File: src/rtl/demux1x7_buffered.sv
// Routes one word stream to one of NUM_OUT channels, each with a one-deep
// valid/ready output register. Out-of-range selects are dropped and counted.
//
// state | meaning
// EMPTY | channel register holds no word, out_valid[k]=0
// FULL  | channel register holds a word for consumer k, out_valid[k]=1
module demux1x7_buffered #(
  parameter int DATA_WIDTH = 32,
  parameter int SEL_WIDTH  = 3,
  parameter int NUM_OUT    = 7
) (
  input  logic                          clock,
  input  logic                          reset_n,
  input  logic                          flush,
  input  logic [DATA_WIDTH-1:0]         in_data,
  input  logic [SEL_WIDTH-1:0]          in_select,
  input  logic                          in_valid,
  output logic                          in_ready,
  output logic [NUM_OUT*DATA_WIDTH-1:0] out_data,
  output logic [NUM_OUT-1:0]            out_valid,
  input  logic [NUM_OUT-1:0]            out_ready,
  output logic                          sel_error,
  output logic [7:0]                    drop_count
);

  typedef enum logic {EMPTY = 1'b0, FULL = 1'b1} ch_state_e;

  ch_state_e                            state_q [NUM_OUT];
  ch_state_e                            state_d [NUM_OUT];
  logic [NUM_OUT-1:0][DATA_WIDTH-1:0]   data_q;
  logic [NUM_OUT-1:0][DATA_WIDTH-1:0]   data_d;
  logic                                 sel_error_q;
  logic                                 sel_error_d;
  logic [7:0]                           drop_q;
  logic [7:0]                           drop_d;

  logic [NUM_OUT-1:0] sel_onehot;
  logic [NUM_OUT-1:0] full;
  logic [NUM_OUT-1:0] load;
  logic               sel_hit;
  logic               accept;
  logic               drop_word;

  always_comb begin
    sel_onehot = '0;
    full       = '0;
    for (int k = 0; k < NUM_OUT; k++) begin
      sel_onehot[k] = (in_select == SEL_WIDTH'(k));
      full[k]       = (state_q[k] == FULL);
    end
  end

  assign sel_hit   = |sel_onehot;
  // A full channel can still take a word when its consumer drains it the same edge.
  assign in_ready  = !flush && (!sel_hit || |(sel_onehot & (~full | out_ready)));
  assign accept    = in_valid && in_ready;
  assign load      = {NUM_OUT{accept}} & sel_onehot;
  assign drop_word = accept && !sel_hit;

  always_comb begin
    for (int k = 0; k < NUM_OUT; k++) begin
      state_d[k] = state_q[k];
      data_d[k]  = data_q[k];
      if (flush) begin
        state_d[k] = EMPTY;
      end else if (load[k]) begin
        state_d[k] = FULL;
        data_d[k]  = in_data;
      end else if (out_ready[k]) begin
        state_d[k] = EMPTY;
      end
    end
    sel_error_d = drop_word;
    drop_d      = (drop_word && drop_q != 8'hFF) ? drop_q + 8'd1 : drop_q;
  end

  always_ff @(posedge clock or negedge reset_n) begin
    if (!reset_n) begin
      for (int k = 0; k < NUM_OUT; k++) begin
        state_q[k] <= EMPTY;
      end
      data_q      <= '0;
      sel_error_q <= 1'b0;
      drop_q      <= 8'h00;
    end else begin
      for (int k = 0; k < NUM_OUT; k++) begin
        state_q[k] <= state_d[k];
      end
      data_q      <= data_d;
      sel_error_q <= sel_error_d;
      drop_q      <= drop_d;
    end
  end

  assign out_valid  = full;
  assign out_data   = data_q;
  assign sel_error  = sel_error_q;
  assign drop_count = drop_q;

endmodule

File: config.mk
export PLATFORM = sky130hd
export DESIGN_NAME = demux1x7_buffered
export DESIGN_NICKNAME = d
export VERILOG_FILES = /design/src/rtl/demux1x7_buffered.sv
export SDC_FILE = /design/constraint.sdc
export NUM_CORES = 1
export LEC_CHECK = 0
export ABC_AREA = 1
export BUFFER_PORTS_ARGS = -buffer_cell sky130_fd_sc_hd__buf_4
export CAP_MARGIN = 15
export CORE_MARGIN = 2
export CORE_UTILIZATION = 45
export CTS_CLUSTER_DIAMETER = 100
export DETAILED_ROUTE_END_ITERATION = 16
export GPL_TIMING_DRIVEN = 0
export PLACE_DENSITY = 0.82
export SYNTH_ARGS = -nofsm -noshare
export SYNTH_HDL_FRONTEND = slang
export SYNTH_SLANG_ARGS = --single-unit
File: constraint.sdc
create_clock -name clock -period 3.56 [get_ports clock]
set_clock_uncertainty 0.15 [all_clocks]
set_input_delay 0.712 -clock clock [delete_from_list [all_inputs] [get_ports clock]]
set_output_delay 0.712 -clock clock [all_outputs]
set_load 0.005 [all_outputs]
==> results of run 1 <==
metal layers:
layer  track usage [%]  routed length (µm)  up-vias
met5                 0                   0        -
met4              12.2                1490        0
met3              5.60                3260      105
met2              48.8               17000      585
met1              42.3               15100     4786
li1                  -                   -     4363
area by class of cell:
class | count | share of cell area, %
inverter | 18 | 0.508
clock inverter | 6 | 0.630
clock buffer | 35 | 5.51
multi-input combinational | 748 | 26.2
buffer | 94 | 3.07
timing repair buffer | 284 | 16.2
sequential | 240 | 45.2
tap | 280 | 2.63
registers in the layout (all words and copies together) (netlist names):
name,count
drop_count,8
out_data,224
out_valid,7
sel_error,1
layout by cell type, fill, tap and decap left out, drive strengths merged:
cell type,Yosys,final
o21ai,9,9
inv,18,19
nand3,12,12
xnor2,5,5
nor3b,1,1
nor2,13,13
clkinv,0,3
nand2,470,470
nand3b,3,3
ha,1,1
bufinv,0,2
nand4,232,232
dfrtp,240,240
xor2,1,1
buf,45,329
a21oi,1,1
clkbuf,49,84
power breakdown:
group | internal (mW) | switching (mW)
Sequential | 3.36 | 0.420
Combinational | 1.10 | 1.06
Clock | 1.57 | 1.09
Total | 6.03 | 2.57
logic make-up after synthesis:
| group | share of synthesized area [%] |
|---|---|
| AOI/OAI and AO/OA | 0.615 |
| xor gates and xnor gates | 0.527 |
| buffers and inverters | 4.77 |
| and+or+nand+nor | 33.7 |
| DFF | 60.3 |
| adders and majority gates | 0.126 |
how the worst max path moves through the flow:
| stage | start | endpoint | slack, ps | cells after the start |
|---|---|---|---|---|
| 3_5_place_dp | in_select[2] | in_ready | 210 | 8 |
| 3_3_place_gp | reset_n | out_data[74] | -200 | 1 |
| 5_1_grt | in_select[0] | in_ready | 120 | 9 |
| 2_1_floorplan | in_select[2] | in_ready | 950 | 7 |
| 4_1_cts | in_select[2] | in_ready | 180 | 8 |
| 6_report | in_select[2] | in_ready | 290 | 8 |
through the flow:
stage | total power [mW] | TNS [ps]
2_1_floorplan | 4.47 | 0
4_1_cts | 8.60 | 0
5_1_grt | 8.95 | 0
3_5_place_dp | 5.96 | 0
6_report | 8.60 | 0
3_3_place_gp | 5.88 | -43370
worst register-to-register path, cell delays in order (launching register included):
cell and delay, ps:
sky130_fd_sc_hd__dfrtp_1 360, sky130_fd_sc_hd__nand2_1 90, sky130_fd_sc_hd__nand2_1 90, sky130_fd_sc_hd__nand2_1 50
sky130_fd_sc_hd__nor2_1 230, sky130_fd_sc_hd__nand2_1 230, sky130_fd_sc_hd__nand4_1 370, sky130_fd_sc_hd__buf_2 340
sky130_fd_sc_hd__o21ai_0 140
==> results list, run 1 <==
- Fraction of layout instances using a drive strength above 1: 25.7%
* Post-synthesis async set-or-reset flop share: 100%
- Fmax: 306 MHz
- At the worst endpoint, the arrival time is 2410 ps.
* Placed wire-length estimate: 25900 µm
* Yosys top cell by area: sky130_fd_sc_hd__dfrtp_1
- In this run the vertical extent of the chip is 153 µm.
- For the worst setup path, the data required time is 2700 ps.
- The number of max-slew violations in the final report was 0.
- Slowest stage delay, CP: 420 ps
* Cell types with the largest area share after synthesis: sky130_fd_sc_hd__dfrtp_1 60%, sky130_fd_sc_hd__nand2_1 18%, sky130_fd_sc_hd__nand4_1 15%, sky130_fd_sc_hd__buf_2 2.1%, sky130_fd_sc_hd__clkbuf_1 1.8%
* Cells along the critical path: buf_2 -> nor2_4 -> nand2_1 -> nand2_1 -> nor2_1 -> a21oi_4 -> clkbuf_1 -> buf_4
* Cell type with the highest occurrence count on the critical path: sky130_fd_sc_hd__nand2_1
- Total Die Area: 0.0233 mm²
* Top cell type's share of synthesized area: 60.3%
- Number of global-route vias before repair: 9592
- In this run, synthesis produced a sequential element count of 240.
* Clock latency reported for the late side of the worst-skew pair: 530 ps
- Post-route insts no fill: 1705
- Row cnt: 54
- Area growth from synthesis to layout: 33.4%
- The die is 153 µm wide.
- Setup repair after global routing left no endpoint under its margin.
- Synth Cell Area: 0.00996 mm²
- Root Buffer: sky130_fd_sc_hd__clkbuf_16
* Largest fanout on the critical path: 10
* Number of antenna diodes: 0
* Setup Crit Path Kind: input pin to primary output
- Yosys instantiated no cell more often than sky130_fd_sc_hd__nand2_1.
- Leakage Power: 7.23 nW
* Worst reg2reg path startpoint: out_valid[3]
* Post-Synthesis Net Count: 1147
- Once routing completed, OpenROAD measured the worst setup slack at 290 ps.
- Routed wire per std cell: 21.6 µm
- Headroom to the max-slew limit came out at 39.3%.
- The slowest stage of the critical path is the sky130_fd_sc_hd__clkbuf_1 cell.
- The run finished with clean final reports.
* Buffers and inverters on the worst path: 3
- During synthesis, Yosys emitted a total of 0 warnings.
- In the routed layout, each cell is associated on average with a via count of 5.77.
- Post-Synthesis Mean Instance Area: 9.06 µm²
- After synthesis, the netlist uses 18 different library cells.
- Most frequently used flop master after synthesis: sky130_fd_sc_hd__dfrtp_1
- The count of buffers added on input and output ports is 283.
- Sequential elements use 60.3% of the synthesized area.
- At the pin with the least slew margin, the transition time is 911 ps.
- Clk buf depth: 3
* I/O Pins: 287
- Across all layers, the routed design uses 9839 vias.
- Synthesis handed over a netlist of 1100 instances.
* Post-CTS setup buffer count: 0
* Sequential cell area in the final layout: 0.00601 mm²
- Area of all placed cells without fillers: 0.0133 mm²
* Worst-path clk slew: 60 ps
- Max-cap violations: 0
- In this run the critical register-to-register path is captured at out_valid[3].
- Combined area of the multi-input logic cells: 0.00349 mm²
- The final number of hold-violating endpoints is 0.
* TritonCTS buffer count: 25
- Leading post-synthesis cells by instance count: 470 x sky130_fd_sc_hd__nand2_1, 240 x sky130_fd_sc_hd__dfrtp_1, 232 x sky130_fd_sc_hd__nand4_1
- Clock tree from TritonCTS: yes
* Post-CTS Resized: 0
- Overall fraction of global-route tracks in use: 30.8%
- Routability cong.: 0.869
- Worst setup timing slack at the placement stage: 208 ps
* DRC violation total after the first TritonRoute iteration: 767
* First-pass iteration count of the detailed router: 7
* Cell count after placement: 1664
* Depth of the worst register-to-register path: 8
- The tree built by TritonCTS fans out to 240 sinks.
- The worst path needs 3270 ps of the cycle, external delays included.
* Post-synth EDFFs: 0
- The first global-routing pass estimated 56100 µm of wire.
- For flop-to-flop paths, the worst setup slack is 1380 ps.
- Entering global routing, the biggest net connects 126 pins.
- Cells fill 61.1% of the core in the end.
* Area of placed instances: 0.0125 mm²
- Worst hold-check path type: input pin to asynchronous set/reset pin
* Worst setup SP type: input pin
* Number of levels in the clock H-tree: 1
* Core footprint: 0.0218 mm²
* Initial Util: 45.8%
- Setup violations remaining at the end of the flow were counted as 0.
- Hold buffers post-CTS: 0
- Final worst-path cycle share: 91.9%
* Total power divided by cell area: 647 mW/mm²
* Post-layout nets: 1458
- Antenna Nets Post-Route: 0
- Crit end category: primary output
- On the final layout, the worst hold slack is 74.7 ps.
- Total global routing overflow: 0
- Largest voltage drop on the vdd net: 0.362 mV
* Cell family contributing the most delay on the critical path: buffers and inverters
- Remaining design rule violation count: 0
* Total wirelength of the detailed-routed design: 36900 µm
- Number of inserted filler cells in the final layout: 1832
- The number of antenna violations at the first check in global routing was 0.
Note: power is estimated with default switching activity, not from simulation.
==> run 2: changes to the inputs <==
Settings changed: ABC_AREA 1 to default, PLACE_DENSITY 0.82 to 0.83, SLEW_MARGIN from default to 30.
==> run 2 against run 1 <==
Core utilization increased by 0.99 points; global-route usage fell by 8.9 points; critical path depth fell by 2; flip-flop and latch count stayed put; total power fell by 6.3%.
==> results list, run 2 <==
- Status: finished, final reports clean
- Post-layout nets: 913
- Total wirelength of the detailed-routed design: 23300 µm
* Number of inserted filler cells in the final layout: 1511
* Number of antenna diodes: 0
* Arrival time at the worst endpoint: 1750 ps
* RSZ-0062 raised after global routing: false
* Post-synth EDFFs: 0
- Cell count after placement: 1109
- TritonCTS buffer count: 25
- From synthesis to final layout, the design area changed by 36.4%.
- Die height: 146 µm
- Of the synthesized area, sequential elements account for 65.8%.
- PortBufs: 284
- For the finished layout, the period the worst path requires is 2620 ps.
- After clock tree synthesis, the setup repair step added 0 buffers.
* Initial Util: 45.5%
* Worst reg2reg path startpoint: out_valid[5]
- 287 I/O pins were placed.
* R2r endpoint: out_data[173]
* Post-route insts no fill: 1151
- The most numerous cell type found on the critical path is sky130_fd_sc_hd__buf_4.
* Overall fraction of global-route tracks in use: 21.9%
* Top cell type's share of synthesized area: 65.8%
* Library cell with the highest instance count after synthesis: sky130_fd_sc_hd__dfrtp_1
- Final worst-path cycle share: 73.5%
- Total Die Area: 0.0214 mm²
* Worst setup SP type: input pin
- Worst-Margin Slew: 704 ps
- Entering global routing, the biggest net connects 85 pins.
- Number of levels in the clock H-tree: 1
- Required time at the endpoint of the critical path: 2700 ps
- After layout, the design draws a total of 8.06 mW.
- The first global-routing pass estimated 36900 µm of wire.
* Total clock sinks: 240
- Fraction of layout instances using a drive strength above 1: 65.5%
- Remaining design rule violation count: 0
* Crit end category: primary output
- Buffers inserted to repair hold after CTS numbered 0.
- Of all flip-flops after synthesis, the portion carrying an async set or reset was 100%.
- Clock tree from TritonCTS: yes
- Yosys top cell by area: sky130_fd_sc_hd__dfrtp_1
* Core footprint: 0.0200 mm²
- Routed wire per std cell: 20.2 µm
* Number of global-route vias before repair: 6253
- Leakage Power: 6.03 nW
* Leading post-synthesis cells by instance count: 240 x sky130_fd_sc_hd__dfrtp_1, 227 x sky130_fd_sc_hd__mux2_2, 16 x sky130_fd_sc_hd__buf_2
- After synthesis the netlist holds a flip-flop and latch count of 240.
- Routability cong.: 0.780
- Detail-routed via count per cell: 5.11
- In this run the remaining antenna-violating nets after routing total 0.
* Fmax: 382 MHz
- Final hold slack: 17.0 ps
* Number of slew-limit violations in the final report: 0
- Cells along the critical path: buf_4 -> nand2b_1 -> mux2_2 -> o211ai_1 -> a31oi_1 -> buf_4
- The routed layout has 5881 vias.
- The first detailed-routing pass ran for 4 iterations.
- Clock latency on the worst-skew pair, taken at its later pin, is 500 ps.
- Leaving out fill and tap cells, the most frequent cell in the layout is sky130_fd_sc_hd__buf_4.
- Among cell families on the critical path, the largest total delay comes from compound AO/OA/AOI/OAI gates.
* Largest fanout on the critical path: 3
- Across the VDD grid, the largest voltage drop is 0.405 mV.
- Relative slew slack: 52.9%
* Depth of the worst register-to-register path: 4
- Summed over all nets, the half-perimeter wirelength after detailed placement is 16600 µm.
* Max-cap violations: 0
- In this run, post-CTS repair resized a total of 0 instances.
- The clock passes through at most 3 buffers.
- In this design, the stage delay of the slowest critical-path cell is 290 ps.
- The number of nets in the synthesized netlist is 600.
* Yosys synthesis warning count: 0
- Most frequently used flop master after synthesis: sky130_fd_sc_hd__dfrtp_1
* Buffers and inverters on the worst path: 2
* Unique masters post-synth: 34
* Setup violation total in the final timing report: 0
- Row cnt: 52
* Synthesized instance count: 553
* Total global routing overflow: 0
* Setup Crit Path Kind: input pin to primary output
- The root buffer cell chosen for the clock tree is sky130_fd_sc_hd__clkbuf_16.
- Die Wd: 146 µm
* Synth Cell Area: 0.00912 mm²
- Cell types with the largest area share after synthesis: sky130_fd_sc_hd__dfrtp_1 66%, sky130_fd_sc_hd__mux2_2 28%, sky130_fd_sc_hd__buf_2 0.88%, sky130_fd_sc_hd__nand2b_1 0.55%, sky130_fd_sc_hd__buf_6 0.37%
* DRC violation total after the first TritonRoute iteration: 177
* Cell with the biggest individual delay on the critical path: sky130_fd_sc_hd__mux2_2
- After clock tree synthesis, the clock-pin slew on the worst setup and hold paths is 60 ps.
* Post-Synthesis Mean Instance Area: 16.5 µm²
* Worst hold-check path type: input pin to asynchronous set/reset pin
* Register-to-register setup slack: 1450 ps
* Initial antenna violation count: 0
- The register with the most flip-flops in the layout has 224 of them.
- Power spread over the standard cell area amounts to 648 mW/mm².
* Hold Vio Cnt, Final: 0
* Commonest cells after routing, fill and taps aside: 286 x sky130_fd_sc_hd__buf_4, 240 x sky130_fd_sc_hd__dfrtp_1, 227 x sky130_fd_sc_hd__mux2_2, 25 x sky130_fd_sc_hd__clkbuf_16, 16 x sky130_fd_sc_hd__buf_2
-- run 2: per-stage QoR --
step / area [µm²] / TNS (ps) / utilization, % / setup WS [ps]
after floorplan: 9120 / 0 / - / 1330
after global placement: 11600 / -47170 / 57.9 / -219
after detailed placement: 11700 / 0 / 58.2 / 800
after CTS: 12400 / 0 / 62.1 / 958
after global routing: 12400 / 0 / 62.1 / 858
final: 12400 / 0 / 62.1 / 944
-- run 2: worst max-delay path by stage --
stage	cells after the start	to	startpoint	slack, ps
3_5_place_dp	5	out_data[162]	flush	800
2_1_floorplan	5	out_data[100]	flush	1330
3_3_place_gp	1	out_data[25]	reset_n	-220
4_1_cts	6	in_ready	out_ready[2]	960
5_1_grt	5	in_ready	out_valid[6]	860
6_report	6	in_ready	out_ready[2]	940
-- run 2: routing by layer --
metal	part of all wire, %	wire length [µm]	up-vias	GRT usage, %
li1	-	-	2593	-
met1	40	9310	3015	27.6
met2	51	11800	224	37.9
met3	6.3	1470	49	4.91
met4	2.9	666	0	7.04
met5	0	0	-	0
-- run 2: cell type report --
| type | instances | area (µm²) | share of cell area [%] |
|---|---|---|---|
| clock inverter | 6 | 62.6 | 0.503 |
| clock buffer | 36 | 727 | 5.84 |
| tap | 270 | 338 | 2.71 |
| buffer | 23 | 141 | 1.14 |
| timing repair buffer | 286 | 2190 | 17.6 |
| sequential | 240 | 6010 | 48.3 |
| inverter | 2 | 7.51 | 0.0603 |
| multi-input combinational | 288 | 2970 | 23.9 |
-- run 2: logic make-up (layout without fill, tap and decap cells) --
group / Yosys count / after routing / synth area share [%]
flops: 240 / 240 / 65.8
simple gates: 42 / 42 / 2.91
fa+ha+maj: 1 / 1 / 0.137
compound gates: 12 / 12 / 0.878
xor+xnor: 5 / 5 / 0.480
mux: 228 / 228 / 28.1
buf+inv: 25 / 353 / 1.63
-- run 2: power by group --
part | internal, mW | switching (mW)
sequential | 3.34 | 0.340
combinational | 1.21 | 0.676
clock | 1.48 | 1.00
total | 6.04 | 2.02
==> run 3: changes to the inputs <==
Settings changed: PLACE_DENSITY 0.83 to 0.86.
Clock period 3.56 ns to 2.2 ns, I/O delays scaled along.
==> run 3 against run 2 <==
The run now ends with negative setup slack left; clock-buffer cell count unchanged; core utilization increased by 0.59 points; worst hold slack improved by 35 ps; critical path depth decreased by 1; non-clock buffer count increased by 5; flip-flop and latch count unchanged; clock power increased by 75%; via count increased by 1.1%; die area unchanged; sequential power increased by 62%; critical endpoint unchanged.
==> results list, run 3 (same netlist as run 2, synthesis figures left out) <==
- The flow ran to the end, but the final reports show violations.
- The final reports fail on negative setup slack.
- Met2 Usage GRT: 37.2%
- Largest voltage drop on the vdd net: 0.737 mV
- Setup slack on the worst reg-to-reg path comes out at 60 ps.
- Detail-routed via count per cell: 5.14
- After filler insertion, the fill cell instance count of the layout stands at 1506.
* Fmax: 428 MHz
- Clock tree from TritonCTS: yes
- Die height: 146 µm
- Pin count of the biggest net entering global routing: 91
- Final worst-path cycle share: 106%
- Clock-pin slew was measured on the worst setup and hold paths at 60 ps.
- The worst setup path is captured at a primary output.
- Including well taps, the total number of placed cells is 1109.
- After the last flow step, the layout net total stands at 918.
- Remaining design rule violation count: 0
- Setup Crit Path Kind: flop to primary output
- Number of levels in the clock H-tree: 1
* Die Wd: 146 µm
* Fraction of layout instances using a drive strength above 1: 66.0%
- The first global-routing pass estimated 37000 µm of wire.
- In this run, CTS created clock tree buffers numbering 25.
- Summed over all cells, the static leakage comes to 6.10 nW.
- The routed design could run at a clock period as short as 2340 ps.
- The worst pin sits at a relative slew slack of 55.2%.
- Worst hold-check path type: input pin to flop
- Summing all flip-flop and latch instances after layout gives 0.00601 mm².
- The longest clock path from root to sink contains 3 buffers.
* Largest fanout on the critical path: 2
- Total power divided by cell area: 1060 mW/mm²
* Row cnt: 52
- Before antenna repair, the detailed router went through 4 iterations.
- At the pin with the least slew margin, the transition time is 669 ps.
- In this run the tool buffered the top-level ports with 284 buffer cells.
- Leaving out fill and tap cells, the most frequent cell in the layout is sky130_fd_sc_hd__buf_4.
* Core footprint: 0.0200 mm²
* RSZ-0062 raised after global routing: true
- Routability cong.: 0.820
* Most Used Layer, Global Route: met2
- The clock reaches the later pin of the worst-skew pair after 510 ps.
* Area growth from synthesis to layout: 37.7%
- Setup violations remaining at the end of the flow were counted as 1.
- Required time at the endpoint of the critical path: 1610 ps
- The worst register-to-register path has a depth of 4.
- Vias after detailed routing: 5947
* Initial Util: 45.5%
- The die covers 0.0214 mm².
* Routed wire per std cell: 20.3 µm
- The total overflow left after global routing is 0.
- The top cell types in the final layout, fill and taps aside, are 290 x sky130_fd_sc_hd__buf_4, 240 x sky130_fd_sc_hd__dfrtp_1, 226 x sky130_fd_sc_hd__mux2_2, 25 x sky130_fd_sc_hd__clkbuf_16, 16 x sky130_fd_sc_hd__buf_2.
- The final number of hold-violating endpoints came to 0.
* Number of global-route vias before repair: 6378
- The root buffer cell chosen for the clock tree is sky130_fd_sc_hd__clkbuf_16.
* Combined area of the multi-input logic cells: 0.00298 mm²
- In the global route stage, overall resource usage came out at 21.9%.
* Post-route insts no fill: 1158
* Smallest setup slack after layout: -138 ps
* Placed wire-length estimate: 16800 µm
- Max-cap violations: 0
- STA puts the critical path data arrival time at 1750 ps.
- 0 antenna diodes ended up in the layout.
- Number of flip-flops in the largest register: 224
- I/O Pins: 287
- GR Layer Usage met1: 27.4%
- The worst hold path passes through 2 cells.
* Number of slew-limit violations in the final report: 0
- Global routing used 4.75% of the available met3 tracks.
* Total clock sinks: 240
- The count of nets left with antenna violations once routing finished came out at 0.
- Final hold slack: 51.8 ps
* Initial antenna violation count: 0
* Worst setup SP type: flop
- Final-layout setup total negative slack: -138 ps
* DRC violation total after the first TritonRoute iteration: 208
- Total wirelength of the detailed-routed design: 23500 µm
[run 3: final timing paths]
path                               startpoint            end
worst min-delay path              in_data[27]  out_data[187]
worst max-delay path             out_valid[2]       in_ready
worst min register to register  out_data[187]  out_data[187]
worst max register to register   out_valid[5]  out_data[179]
min in group asynchronous             reset_n  out_data[108]
max in group asynchronous             reset_n  out_data[157]
[run 3: report_power, final]
group	total [mW]	internal (mW)	switching, mW
Sequential	5.97	5.41	0.558
Clock	4.35	2.69	1.66
Combinational	3.06	1.97	1.09
[run 3: layer usage]
metal  wire (µm)  share of wire, %
met2       11700                50
met1        9350                40
met4         944               4.0
met5           0                 0
met3        1480               6.3
[run 3: per-stage QoR]
stage | setup WS, ps | utilization (%) | area, µm² | power (mW)
after floorplan | 240 | - | 9120 | 6.98
after global placement | -1290 | 57.9 | 11600 | 8.93
after detailed placement | -257 | 58.2 | 11700 | 9.12
after CTS | -128 | 62.6 | 12500 | 13.5
after global routing | -194 | 62.7 | 12600 | 14.0
final | -138 | 62.7 | 12600 | 13.4
[run 3: layout make-up]
cell class / count / area share, %
clock buffer: 36 / 5.95
tap: 270 / 2.69
clock inverter: 8 / 0.916
inverter: 2 / 0.0597
timing repair buffer: 291 / 17.8
buffer: 23 / 1.13
multi-input combinational: 288 / 23.7
sequential: 240 / 47.8
[run 3: repair_timing]
item / in CTS / in global routing
pin swaps: 1 / 1
gates resized for setup: 0 / 2
buffers inserted: 2 / 2
endpoints found under the hold margin: 66 / 0
setup endpoints to repair: 1 / 21
hold buffers: 1 / 0
[run 3: worst max-delay path: stages (launching register included)]
cell and delay [ps]:
sky130_fd_sc_hd__dfrtp_1 360, sky130_fd_sc_hd__nand2b_1 120, sky130_fd_sc_hd__mux2_4 290, sky130_fd_sc_hd__o211ai_1 170, sky130_fd_sc_hd__a31oi_1 130, sky130_fd_sc_hd__buf_4 170
